### src/rtl/golf_pkg.sv
// rtl/golf_pkg.sv - shared tile codes, FSM states and arithmetic helpers for the golf ball
package golf_pkg;

   localparam int TILE_LATENCY = 2;

   localparam logic [3:0] TILE_HOLE  = 4'd0;
   localparam logic [3:0] TILE_GRASS = 4'd2;
   localparam logic [3:0] TILE_SAND  = 4'd3;

   typedef enum logic [3:0] {
      IDLE, WAIT_FRAME, QX, WX, UX, QY, WY, UY, FRIC, HOLE
   } state_t;

   function automatic logic is_wall(input logic [3:0] code);
      return !(code == TILE_HOLE || code == TILE_GRASS || code == TILE_SAND);
   endfunction

   // (power * direction) >> 8, clamped so a velocity never reaches a full tile per frame
   function automatic logic [7:0] shot_mag(input logic [7:0] power, input logic [15:0] dir);
      logic [23:0] prod;
      prod = ({16'd0, power} * {8'd0, dir}) >> 8;
      return (prod > 24'd255) ? 8'hFF : prod[7:0];
   endfunction

   function automatic logic [7:0] apply_friction(input logic [7:0] m, input logic [3:0] code);
      logic [7:0] d;
      case (code)
         TILE_GRASS: d = (m >> 5) + 8'd1;
         TILE_SAND:  d = (m >> 2) + 8'd1;
         default:    d = 8'd0;
      endcase
      return (m > d) ? m - d : 8'd0;
   endfunction

endpackage

### src/rtl/ball_axis_step.sv
// rtl/ball_axis_step.sv - one-axis candidate position, map bounds check and tile coordinate
module ball_axis_step #(
   parameter int LIMIT = 1280
) (
   input  logic [15:0] pos,
   input  logic [7:0]  mag,
   input  logic        add,
   output logic [15:0] cand,
   output logic        blocked,
   output logic [7:0]  tile
);
   localparam logic [11:0] LIM = 12'(LIMIT);

   logic [16:0] sum;

   // bit 16 set means the subtraction went below zero
   assign sum     = add ? ({1'b0, pos} + {9'd0, mag}) : ({1'b0, pos} - {9'd0, mag});
   assign cand    = sum[15:0];
   assign blocked = sum[16] || ({1'b0, sum[15:5]} >= LIM);
   assign tile    = sum[15:8];

endmodule

### src/rtl/ball_physics.sv
// rtl/ball_physics.sv - per-frame golf ball motion with tile collision, friction and hole detection
module ball_physics
   import golf_pkg::*;
#(
   parameter int          WIDTH   = 160,
   parameter int          HEIGHT  = 90,
   parameter logic [15:0] START_X = 16'd4096,
   parameter logic [15:0] START_Y = 16'd4096
) (
   input  logic                            pixel_clk_in,
   input  logic                            rst_in,
   input  logic                            new_frame_in,
   input  logic                            shoot_in,
   input  logic [7:0]                      power_in,
   input  logic [15:0]                     cos_abs_in,
   input  logic [15:0]                     sin_abs_in,
   input  logic                            cos_sign_in,
   input  logic                            sin_sign_in,
   output logic [$clog2(WIDTH*HEIGHT)-1:0] tile_addr_out,
   input  logic [3:0]                      tile_data_in,
   output logic [15:0]                     ballx_out,
   output logic [15:0]                     bally_out,
   output logic                            moving_out,
   output logic                            in_hole_out,
   output logic [7:0]                      stroke_count_out
);
   localparam int         ADDR_W    = $clog2(WIDTH*HEIGHT);
   localparam logic [1:0] WAIT_LAST = 2'(TILE_LATENCY - 1);
   localparam logic [1:0] FRIC_LAST = 2'(TILE_LATENCY + 1);

   state_t      state, state_next;
   logic [15:0] x, y, cand;
   logic [7:0]  vx, vy;
   logic        sx, sy, blocked;
   logic [1:0]  cnt;

   logic [15:0] cx, cy;
   logic        x_blocked, y_blocked;
   logic [7:0]  x_col, y_row;
   logic [7:0]  shot_vx, shot_vy, fric_vx, fric_vy;

   function automatic logic [ADDR_W-1:0] tile_index(input logic [7:0] col, input logic [7:0] row);
      return ADDR_W'(32'(col) + 32'(row) * 32'(WIDTH));
   endfunction

   ball_axis_step #(.LIMIT(WIDTH*8)) x_step (
      .pos(x), .mag(vx), .add(sx), .cand(cx), .blocked(x_blocked), .tile(x_col)
   );

   // sin sign 1 points up the screen, i.e. towards smaller y
   ball_axis_step #(.LIMIT(HEIGHT*8)) y_step (
      .pos(y), .mag(vy), .add(~sy), .cand(cy), .blocked(y_blocked), .tile(y_row)
   );

   assign shot_vx    = shot_mag(power_in, cos_abs_in);
   assign shot_vy    = shot_mag(power_in, sin_abs_in);
   assign fric_vx    = apply_friction(vx, tile_data_in);
   assign fric_vy    = apply_friction(vy, tile_data_in);
   assign moving_out = (state != IDLE) && (state != HOLE);

   always_ff @(posedge pixel_clk_in) begin
      if (rst_in) state <= IDLE;
      else        state <= state_next;
   end

   always_comb begin
      state_next = state;
      case (state)
         IDLE:       if (shoot_in && (shot_vx != 8'd0 || shot_vy != 8'd0)) state_next = WAIT_FRAME;
         WAIT_FRAME: if (new_frame_in) state_next = QX;
         QX:         state_next = x_blocked ? UX : WX;
         WX:         if (cnt == WAIT_LAST) state_next = UX;
         UX:         state_next = QY;
         QY:         state_next = y_blocked ? UY : WY;
         WY:         if (cnt == WAIT_LAST) state_next = UY;
         UY:         state_next = FRIC;
         FRIC: begin
            if (cnt == FRIC_LAST) begin
               if (tile_data_in == TILE_HOLE)                   state_next = HOLE;
               else if (fric_vx == 8'd0 && fric_vy == 8'd0)     state_next = IDLE;
               else                                             state_next = WAIT_FRAME;
            end
         end
         HOLE:       state_next = HOLE;
         default:    state_next = IDLE;
      endcase
   end

   always_ff @(posedge pixel_clk_in) begin
      if (rst_in) begin
         x                <= START_X;
         y                <= START_Y;
         ballx_out        <= START_X;
         bally_out        <= START_Y;
         vx               <= 8'd0;
         vy               <= 8'd0;
         sx               <= 1'b0;
         sy               <= 1'b0;
         cand             <= 16'd0;
         blocked          <= 1'b0;
         cnt              <= 2'd0;
         stroke_count_out <= 8'd0;
         in_hole_out      <= 1'b0;
         tile_addr_out    <= '0;
      end else begin
         cnt <= (state_next != state) ? 2'd0 : cnt + 1'b1;
         case (state)
            IDLE: begin
               if (shoot_in) begin
                  vx <= shot_vx;
                  vy <= shot_vy;
                  sx <= cos_sign_in;
                  sy <= sin_sign_in;
                  if (stroke_count_out != 8'hFF) stroke_count_out <= stroke_count_out + 8'd1;
               end
            end
            QX: begin
               cand    <= cx;
               blocked <= x_blocked;
               if (!x_blocked) tile_addr_out <= tile_index(x_col, y[15:8]);
            end
            UX: begin
               if (blocked || is_wall(tile_data_in)) sx <= ~sx;
               else                                  x  <= cand;
            end
            QY: begin
               cand    <= cy;
               blocked <= y_blocked;
               if (!y_blocked) tile_addr_out <= tile_index(x[15:8], y_row);
            end
            UY: begin
               if (blocked || is_wall(tile_data_in)) sy <= ~sy;
               else                                  y  <= cand;
            end
            FRIC: begin
               if (cnt == 2'd0) begin
                  tile_addr_out <= tile_index(x[15:8], y[15:8]);
               end else if (cnt == FRIC_LAST) begin
                  ballx_out <= x;
                  bally_out <= y;
                  if (tile_data_in == TILE_HOLE) begin
                     vx          <= 8'd0;
                     vy          <= 8'd0;
                     in_hole_out <= 1'b1;
                  end else begin
                     vx <= fric_vx;
                     vy <= fric_vy;
                  end
               end
            end
            default: ;
         endcase
      end
   end

endmodule

### config.mk
export PLATFORM = sky130hd
export DESIGN_NAME = ball_physics
export DESIGN_NICKNAME = d
export VERILOG_FILES = /design/src/rtl/golf_pkg.sv /design/src/rtl/ball_axis_step.sv /design/src/rtl/ball_physics.sv
export SDC_FILE = /design/constraint.sdc
export NUM_CORES = 1
export LEC_CHECK = 0
export CORE_UTILIZATION = 55
export CTS_BUF_LIST = sky130_fd_sc_hd__clkbuf_4 sky130_fd_sc_hd__clkbuf_8
export DETAILED_ROUTE_END_ITERATION = 10
export PLACE_DENSITY = 0.73
export REMOVE_ABC_BUFFERS = 1
export SYNTH_ARGS = -nofsm -noshare
export SYNTH_HDL_FRONTEND = slang
export SYNTH_SLANG_ARGS = --single-unit
### constraint.sdc
create_clock -name pixel_clk_in -period 7.77 [get_ports pixel_clk_in]
set_clock_uncertainty 0.15 [all_clocks]
set_input_delay 1.554 -clock pixel_clk_in [delete_from_list [all_inputs] [get_ports pixel_clk_in]]
set_output_delay 1.554 -clock pixel_clk_in [all_outputs]
set_load 0.02 [all_outputs]
==> Yosys cells after proc, flatten, opt, wreduce, memory -nomap -nowiden <==
Index checks and enable logic that the tools add are counted.
{ "totals": {"inputBits": 50, "output_inout_bits": 56, "elab_cells": 141, "register_bits": 128} }
{ "classes": {"n_eq_ne": 24, "magnitude_cmp": 6, "n_mul": 4, "n_mux": 40, "n_bitwise": 4, "n_addsub": 15, "n_reduce_logical": 33} }
{ "op_table": {"columns": ["cell", "count"], "rows": [
  ["8-bit two-way mux", 12],
  ["8-bit by 16-bit multiplier with 24-bit output", 2],
  ["8-bit by 14-bit adder with 14-bit output", 3],
  ["14-bit two-way mux", 3],
  ["14-bit case mux with 3 select lines", 1],
  ["4-bit case mux with 10 select lines", 1],
  ["16-bit by 8-bit adder with 17-bit output", 2],
  ["17-bit two-way mux", 2],
  ["16-bit by 8-bit subtractor with 17-bit output", 2],
  ["16-bit by 8-bit > comparator with 1-bit output, second input constant", 2],
  ["16-bit case mux with 2 select lines", 1],
  ["8-bit case mux with 2 select lines", 2],
  ["7-bit case mux with 2 select lines", 2],
  ["4-bit two-way mux", 6],
  ["8-bit by 3-bit multiplier with 9-bit output, second input constant", 2],
  ["4-bit by 2-bit equality test with 1-bit output, second input constant", 4],
  ["4-bit by 3-bit equality test with 1-bit output, second input constant", 4],
  ["8-bit > comparator", 2],
  ["8-bit logical NOT", 2],
  ["2-bit inequality test, second input constant", 8],
  ["8-bit nonzero test", 2],
  ["8-bit subtractor", 2],
  ["6-bit by 1-bit adder with 7-bit output, second input constant", 2],
  ["3-bit AND reduction", 4],
  ["other kinds (27)", 53]
]} }

==> Logic depth before layout (Yosys ltp) <==
Gate-level depths: netlist of run 1.
{ "logic_depth": {"depth_word": 12, "depth_mapped": 26, "ltp_nobuf": 26} }

==> Modules after synthesis <==
A second synthesis of run 1 with hierarchy kept.
{ "hier_totals": {"hier_cells": 2235, "area_unflattened_um2": 17969.7} }
{ "by_module_without_submodules": {"columns": ["module", "area_each_um2", "seq_area_each_um2", "cells_per_inst", "instances"], "rows": [
  ["ball_physics", 15825.2, 2562.5, 1936, 1],
  ["ball_axis_step (x_step)", 1082.3, 0.0, 153, 1],
  ["ball_axis_step (y_step)", 1062.3, 0.0, 146, 1]
]} }

==> Worst setup path after synthesis of run 1 <==
OpenSTA, ideal clock, no wires.
{ "synth_timing": {"kind": "input to register", "startpoint": "input port power_in[5]", "endpoint": "register vx[6]", "cell_stages": 21, "setup_time_ns": 0.086, "arrival_time_ns": 6.455, "path_slack_ns": 1.080, "t_required_ns": 7.534, "n_path_buf": 3, "path_cell_list": "clkbuf_1 and2_1 fa_1 fa_1 fa_1 inv_1 fa_1 inv_1 ha_1 clkbuf_1 a21oi_1 o21ai_0 mux2_2 a311o_1 o21ai_0 nor4_1 and3_1 clkbuf_1 a21oi_1 a211oi_1 a211oi_1"} }
{ "synth_via": {"elab_chain_len": 5} }
{ "synth_rtl": {"columns": ["item", "line_no", "source"], "rows": [
  ["start, declared", "ball_physics.sv:14", "input logic [7:0] power_in,"],
  ["8-bit by 16-bit multiplier with 24-bit output (*)", "golf_pkg.sv:21", "prod = ({16'd0, power} * {8'd0, dir}) >> 8;"],
  ["16-bit by 8-bit > comparator with 1-bit output", "golf_pkg.sv:22", "return (prod > 24'd255) ? 8'hFF : prod[7:0];"],
  ["8-bit two-way mux (*)", "golf_pkg.sv:22", null],
  ["8-bit two-way mux (*)", "ball_physics.sv:109", "if (shoot_in) begin"],
  ["8-bit case mux with 2 select lines (*)", "ball_physics.sv:107", "case (state)"],
  ["end signal, assigned", "ball_physics.sv:110", "vx <= shot_vx;"],
  ["end signal, assigned", "ball_physics.sv:146", "vx <= fric_vx;"],
  ["end, declared", "ball_physics.sv:33", "logic [7:0] vx, vy;"]
]} }
Every way passes the cells marked *; elsewhere a longest branch is shown, timed or not. The select of a mux whose other input is x is not followed.
A chain may end at the register's enable or synchronous reset.

==> Final worst setup path of run 1 <==
{ "layout_timing": {"startpoint": "input port power_in[7]", "endpoint": "register vx[2]"} }
The elaborated chain is that of the path after synthesis.

==> run metrics, run 1 <==
status=completed; Worst R2R Setup Slack=1.77 ns; CTS Hold Bufs=0; WS Path Type=primary input to flop; Hold Slack=between 0.3 and 0.4 ns; Buffers on Ports=approximately 110; P_int=around 3.1 mW; min-delay worst type=flop to flop; Hold Startpoint=tile_addr_out[1]; Nets=2729; DP Wirelength=36900 um; H-tree depth=4; Final setup viols=0; Tcrit/Tclk final=0.922; setup TNS=0 ns; # diodes=0; register area share after synthesis=0.143; max-capacitance violation count=0; Max-slew headroom=0.293; DRT Pass-1 Iters=6; Initial Util=0.563; CTS tree=built; fillers=roughly 2800; Fin. Hold Viols=0; First DRT Iteration DRCs=between 1000 and 1500; largest net degree at the start of global routing=81; Die Area=33300 sq um; Leakage Power=a little under 9 nW; storage element area=around 2600 sq um; Slew @ Worst Pin=~1.1 ns; Yosys warning count=0; Fmax=around 0.14 GHz; row count=between 60 and 70; post-synthesis cell area=between 15000 and 20000 sq um; Clock Path Buffers=2; Flop pwr share=0.139; CP Capture Type=flop; post-CTS sizing=0; Gate power share=0.759; min cycle time layout=7.16 ns; Avg Cell Area, Syn=around 7.8 sq um; Hold Path End=tile_addr_out[1]; CTS Sinks=128; Die Width=about 180 um; Critical R2R Capture=tile_addr_out[13]; Synth Instances=2284; DRC viols=0; Area Overhead vs Synth=10.6%; io pins=106; Yosys top cell area share=0.195; layout cell share with drive strength beyond 1=0.0324; unrepaired setup endpoints after global routing=no; Post-synth EDFFs=0; die height=about 180 um; WL final=around 46000 um; hold-critical path depth=2; Synth Register Bits=roughly 130; area used by multi-input combinational logic=between 10000 and 15000 sq um; area leader, netlist=fa_1; wire per inst=around 17 um; initial antenna violation count=0; Primary FF master, synth=dfxtp_1; largest cells by area after synthesis=fa_1 (19%), dfxtp_1 (14%), ha_1 (12%), and2_1 (7.4%), nand2_1 (6.6%); first-pass GRT wire length=roughly 77000 um; DR vias=16100; crit-path max FO=32; Num CTS Buffers=17; Startpoint Class=primary input; Distinct cells, synth=73; Pwr Density=between 300 and 400 nW/um^2; maximum vdd drop=about 0.15 mV; leading cell type by number of instances after synthesis=nand2_1; switching share of total power=0.518; Pwr Total=6.39 mW; Synth async-reset ratio=0; Critical Path RT=between 7 and 8 ns; routed vias/inst=about 5.8; total gr overflow=0; Core Area=roughly 32000 sq um; top post-synthesis cells by count=nand2_1 (316), inv_1 (247), and2_1 (212); Reg2Reg Depth=23; Sw Pwr=around 3.3 mW; Final Max Slew Viols=0; worst endpoint data arrival time=7.33 ns; remaining antenna violation count=0; Reg clk slew, reported paths=~0.080 ns; GR Util All Layers=0.284; R2R Path Start=vy[2]; Routability Congestion=between 0.9 and 1; insertion delay of the later-clocked pin in the worst-skew pair=0.48 ns; Clock power frac=0.102; # Post-CTS Setup Buffers=0; CTS Root Cell=clkbuf_8; vias in the first global route=roughly 16000
layout by cell type, fill, tap and decap left out, drive strengths merged, types with 7 or more instances in the layout:
master         instances
a211o                  8
a211oi                45
a21boi                 7
a21o                  43
a21oi                197
a221oi                 7
a22oi                 15
a31oi                 17
and2                 213
and3                  16
buf                   21
clkbuf                18
clkdlybuf4s50        104
clkinv                 8
dfxtp                128
fa                   174
ha                   172
inv                  248
mux2i                 12
nand2                316
nand2b                12
nand3                 38
nand3b                 9
nand4                 18
nor2                 115
nor2b                 12
nor3                  45
nor4                  12
o21a                  18
o21ai                 71
o21bai                12
o22ai                 10
o31ai                  8
or2                    8
or3                   10
xnor2                 61
xor2                  30
registers in the layout, indices dropped and copies added (netlist names):
register / cells
cnt: 2
vx: 8
bally_out: 16
state: 4
cand: 16
y: 16
x: 16
ballx_out: 16
sx: 1
vy: 8
sy: 1
tile_addr_out: 14
stroke_count_out: 8
in_hole_out: 1
blocked: 1
how the worst max path moves through the flow:
stage	from	end	cells past startpoint
floorplan	sin_abs_in[10]	vy[1]	20
global placement	power_in[7]	vx[2]	20
detailed placement	power_in[7]	cnt[0]	22
CTS	power_in[7]	cnt[0]	22
global route	power_in[7]	vx[6]	20
finish	power_in[7]	vx[2]	20
final cells by class:
class	count	area share
Tap cell	435	0.0275
Inverter	250	0.0474
Sequential cell	128	0.129
Multi-Input combinational cell	1811	0.709
Clock inverter	13	0.00948
Clock buffer	18	0.0125
Timing Repair Buffer	125	0.0643
metal layers:
layer	track usage	wire [um]	vias up
met2	0.512	23200	491
li1	-	-	7786
met5	0	0	-
met3	0.0275	2010	89
met4	0.105	1250	0
met1	0.350	19800	7706
logic make-up after synthesis:
logic type / Yosys count / synth area share
AND/OR/NAND/NOR: 849 / 0.235
AO/OA/AOI/OAI: 509 / 0.181
adder cells (fa/ha/maj): 346 / 0.315
buffers and inverters: 345 / 0.0727
flip-flops: 128 / 0.143
XOR/XNOR: 91 / 0.0445
multiplexers: 16 / 0.00923
worst max-delay path, cell delays in order:
cell and delay, ns:
clkdlybuf4s50_1 0.45, buf_12 0.18, and2_1 0.19, fa_1 0.51
fa_1 0.53, fa_1 0.55, inv_1 0.06, fa_1 0.53
inv_1 0.04, ha_1 0.39, and2_1 0.23, nor4b_1 0.15
a21oi_1 0.39, o22ai_1 0.14, xor2_1 0.17, nor4_1 0.42
and3_1 0.38, a21oi_1 0.11, nor3_1 0.24, a211oi_1 0.09
stage by stage:
stage	util	setup WS, ns	instance area, sq um	std cells
6_report	0.623	0.610	19800	2780
5_1_grt	0.623	0.172	19800	2780
4_1_cts	0.623	0.605	19800	2780
3_5_place_dp	0.609	0.0822	19400	2749
3_3_place_gp	0.609	0.175	19400	2749
2_1_floorplan	-	1.25	17500	2189
power groups by stage:
stage / sequential, mW / combinational (mW) / clock (mW)
2_1_floorplan: 0.874 / 3.64 / 0
3_3_place_gp: 0.893 / 4.72 / 0
3_5_place_dp: 0.897 / 4.80 / 0
4_1_cts: 0.882 / 4.83 / 0.661
5_1_grt: 0.897 / 5.44 / 0.687
6_report: 0.886 / 4.86 / 0.653
No activity file was read; power rests on OpenSTA's default activity.
==> run 2: changes to the inputs <==
--- a/config.mk
+++ b/config.mk
@@ -5,6 +5,7 @@
 export SDC_FILE = /design/constraint.sdc
 export NUM_CORES = 1
 export LEC_CHECK = 0
+export CAP_MARGIN = 5
 export CORE_UTILIZATION = 55
 export CTS_BUF_LIST = sky130_fd_sc_hd__clkbuf_4 sky130_fd_sc_hd__clkbuf_8
 export DETAILED_ROUTE_END_ITERATION = 10
==> results of run 2 <==
No change in the layout: final DEF, timing and power equal those of run 1.
==> run 3: changes to the inputs <==
--- a/config.mk
+++ b/config.mk
@@ -11,6 +11,7 @@
 export DETAILED_ROUTE_END_ITERATION = 10
 export PLACE_DENSITY = 0.73
 export REMOVE_ABC_BUFFERS = 1
+export SETUP_SLACK_MARGIN = 0.5
 export SYNTH_ARGS = -nofsm -noshare
 export SYNTH_HDL_FRONTEND = slang
 export SYNTH_SLANG_ARGS = --single-unit
==> run 3 against run 2 <==
Effect of this change: global-route usage stayed put; critical path type unchanged; fmax rose by 2.2%; sequential share of layout area about the same; highest routed layer unchanged; non-clock buffer count unchanged; total power is 0.66% higher.
==> run metrics, run 3 (synthesis gave the netlist of run 1 again) <==
status=completed; Tcrit/Tclk final=0.902; Die Area=between 30000 and 40000 sq um; total gr overflow=0; GR Util All Layers=0.284; Final Max Slew Viols=0; die height=approximately 180 um; Core Area=roughly 32000 sq um; Reg2Reg Depth=23; vias in the first global route=between 15000 and 20000; CTS tree=built; insertion delay of the later-clocked pin in the worst-skew pair=~0.48 ns; Fin. Hold Viols=0; R2R Path Start=vy[2]; post-CTS sizing=0; remaining antenna violation count=0; # diodes=0; non-filler instance count after layout=roughly 2800; DR vias=approximately 16000; DRC viols=0; H-tree depth=4; Hold Path End=tile_addr_out[1]; Clock Path Buffers=2; routed vias/inst=5.76; io pins=~110; Num CTS Buffers=17; largest net degree at the start of global routing=a little over 80; CTS Hold Bufs=0; max-capacitance violation count=0; WS Path Type=primary input to flop; Nets=roughly 2700; Initial Util=0.563; Leakage Power=around 8.7 nW; initial antenna violation count=0; Critical Path RT=8.02 ns; Placed Instances=roughly 2700; maximum vdd drop=around 0.15 mV; DP Wirelength=~37000 um; unrepaired setup endpoints after global routing=yes; Area Overhead vs Synth=10.9%; Routability Congestion=approximately 0.95; Hold Startpoint=tile_addr_out[1]; CP Capture Type=flop; commonest non-fill, non-tap cell in the layout=nand2_1; # Post-CTS Setup Buffers=0; Worst R2R Setup Slack=1.76 ns; commonest cells after routing, fill and taps aside=nand2_1 (316), inv_1 (247), and2_1 (212), a21oi_1 (194), fa_1 (174); crit-path max FO=32; Final setup viols=0; min-delay worst type=flop to flop; Fmax=roughly 0.14 GHz; WL final=roughly 46000 um; setup TNS=0 ns; Setup WS pre-CTS=roughly 0.082 ns; Max-slew headroom=0.298; worst endpoint data arrival time=7.26 ns; layout cell share with drive strength beyond 1=0.0362; DRT Pass-1 Iters=8; first-pass GRT wire length=slightly below 80000 um; Slew @ Worst Pin=1.05 ns; Buffers on Ports=105; Startpoint Class=primary input; Reg clk slew, reported paths=~0.080 ns; CTS Root Cell=clkbuf_8; hold-critical path depth=2; Die Width=~180 um; CTS Sinks=between 100 and 150; Critical R2R Capture=tile_addr_out[13]; wire per inst=about 17 um; Pwr Density=between 300 and 400 nW/um^2; First DRT Iteration DRCs=1075; row count=65; fin worst setup slack=~0.76 ns; min cycle time layout=7.01 ns
## run 3: how the worst max path moves through the flow
stage | startpoint | to | slack (ns) | cells past startpoint
floorplan | sin_abs_in[10] | vy[1] | 1.25 | 20
global placement | power_in[7] | vx[2] | 0.17 | 20
detailed placement | power_in[7] | cnt[0] | 0.08 | 22
CTS | power_in[7] | cnt[0] | 0.61 | 22
global route | power_in[7] | vx[6] | 0.49 | 22
finish | power_in[7] | cnt[0] | 0.76 | 20
## run 3: final cells by class
class / count / area [sq um]
Fill cell: 2823 / 12000
Timing Repair Buffer: 125 / 1280
Clock inverter: 13 / 188
Multi-Input combinational cell: 1811 / 14100
Sequential cell: 128 / 2560
Clock buffer: 18 / 248
Inverter: 250 / 938
Tap cell: 435 / 544
## run 3: worst max-delay path: stages
cell	delay, ns
clkdlybuf4s50_1	0.45
buf_12	0.18
and2_1	0.19
fa_1	0.51
fa_1	0.53
fa_1	0.55
inv_1	0.06
fa_1	0.53
inv_1	0.04
ha_1	0.39
a21oi_1	0.30
o221ai_1	0.18
a31o_2	0.27
xnor2_1	0.30
nand3_1	0.11
nor4b_1	0.33
nand4_1	0.20
o21bai_1	0.20
a31oi_1	0.14
nor3_1	0.22
## run 3: power by group
part	switching, mW	internal (mW)
combinational	2.91	1.99
clock	0.298	0.357
sequential	0.143	0.742
## run 3: metal layers
layer	routed length, um	GRT usage	up-vias
met5	0	0	-
met1	19900	0.350	7673
li1	-	-	7793
met3	1840	0.0275	91
met4	1300	0.105	0
met2	23300	0.512	449
## run 3: stage by stage
stage	hold slack (ns)	cell area, sq um	total power [mW]	util
after global placement	0.291	19400	5.61	0.609
after floorplan	0.288	17500	4.51	-
after CTS	0.306	19800	6.38	0.623
final	0.304	19800	6.44	0.624
after detailed placement	0.295	19400	5.70	0.609
after global routing	0.320	19800	7.06	0.624
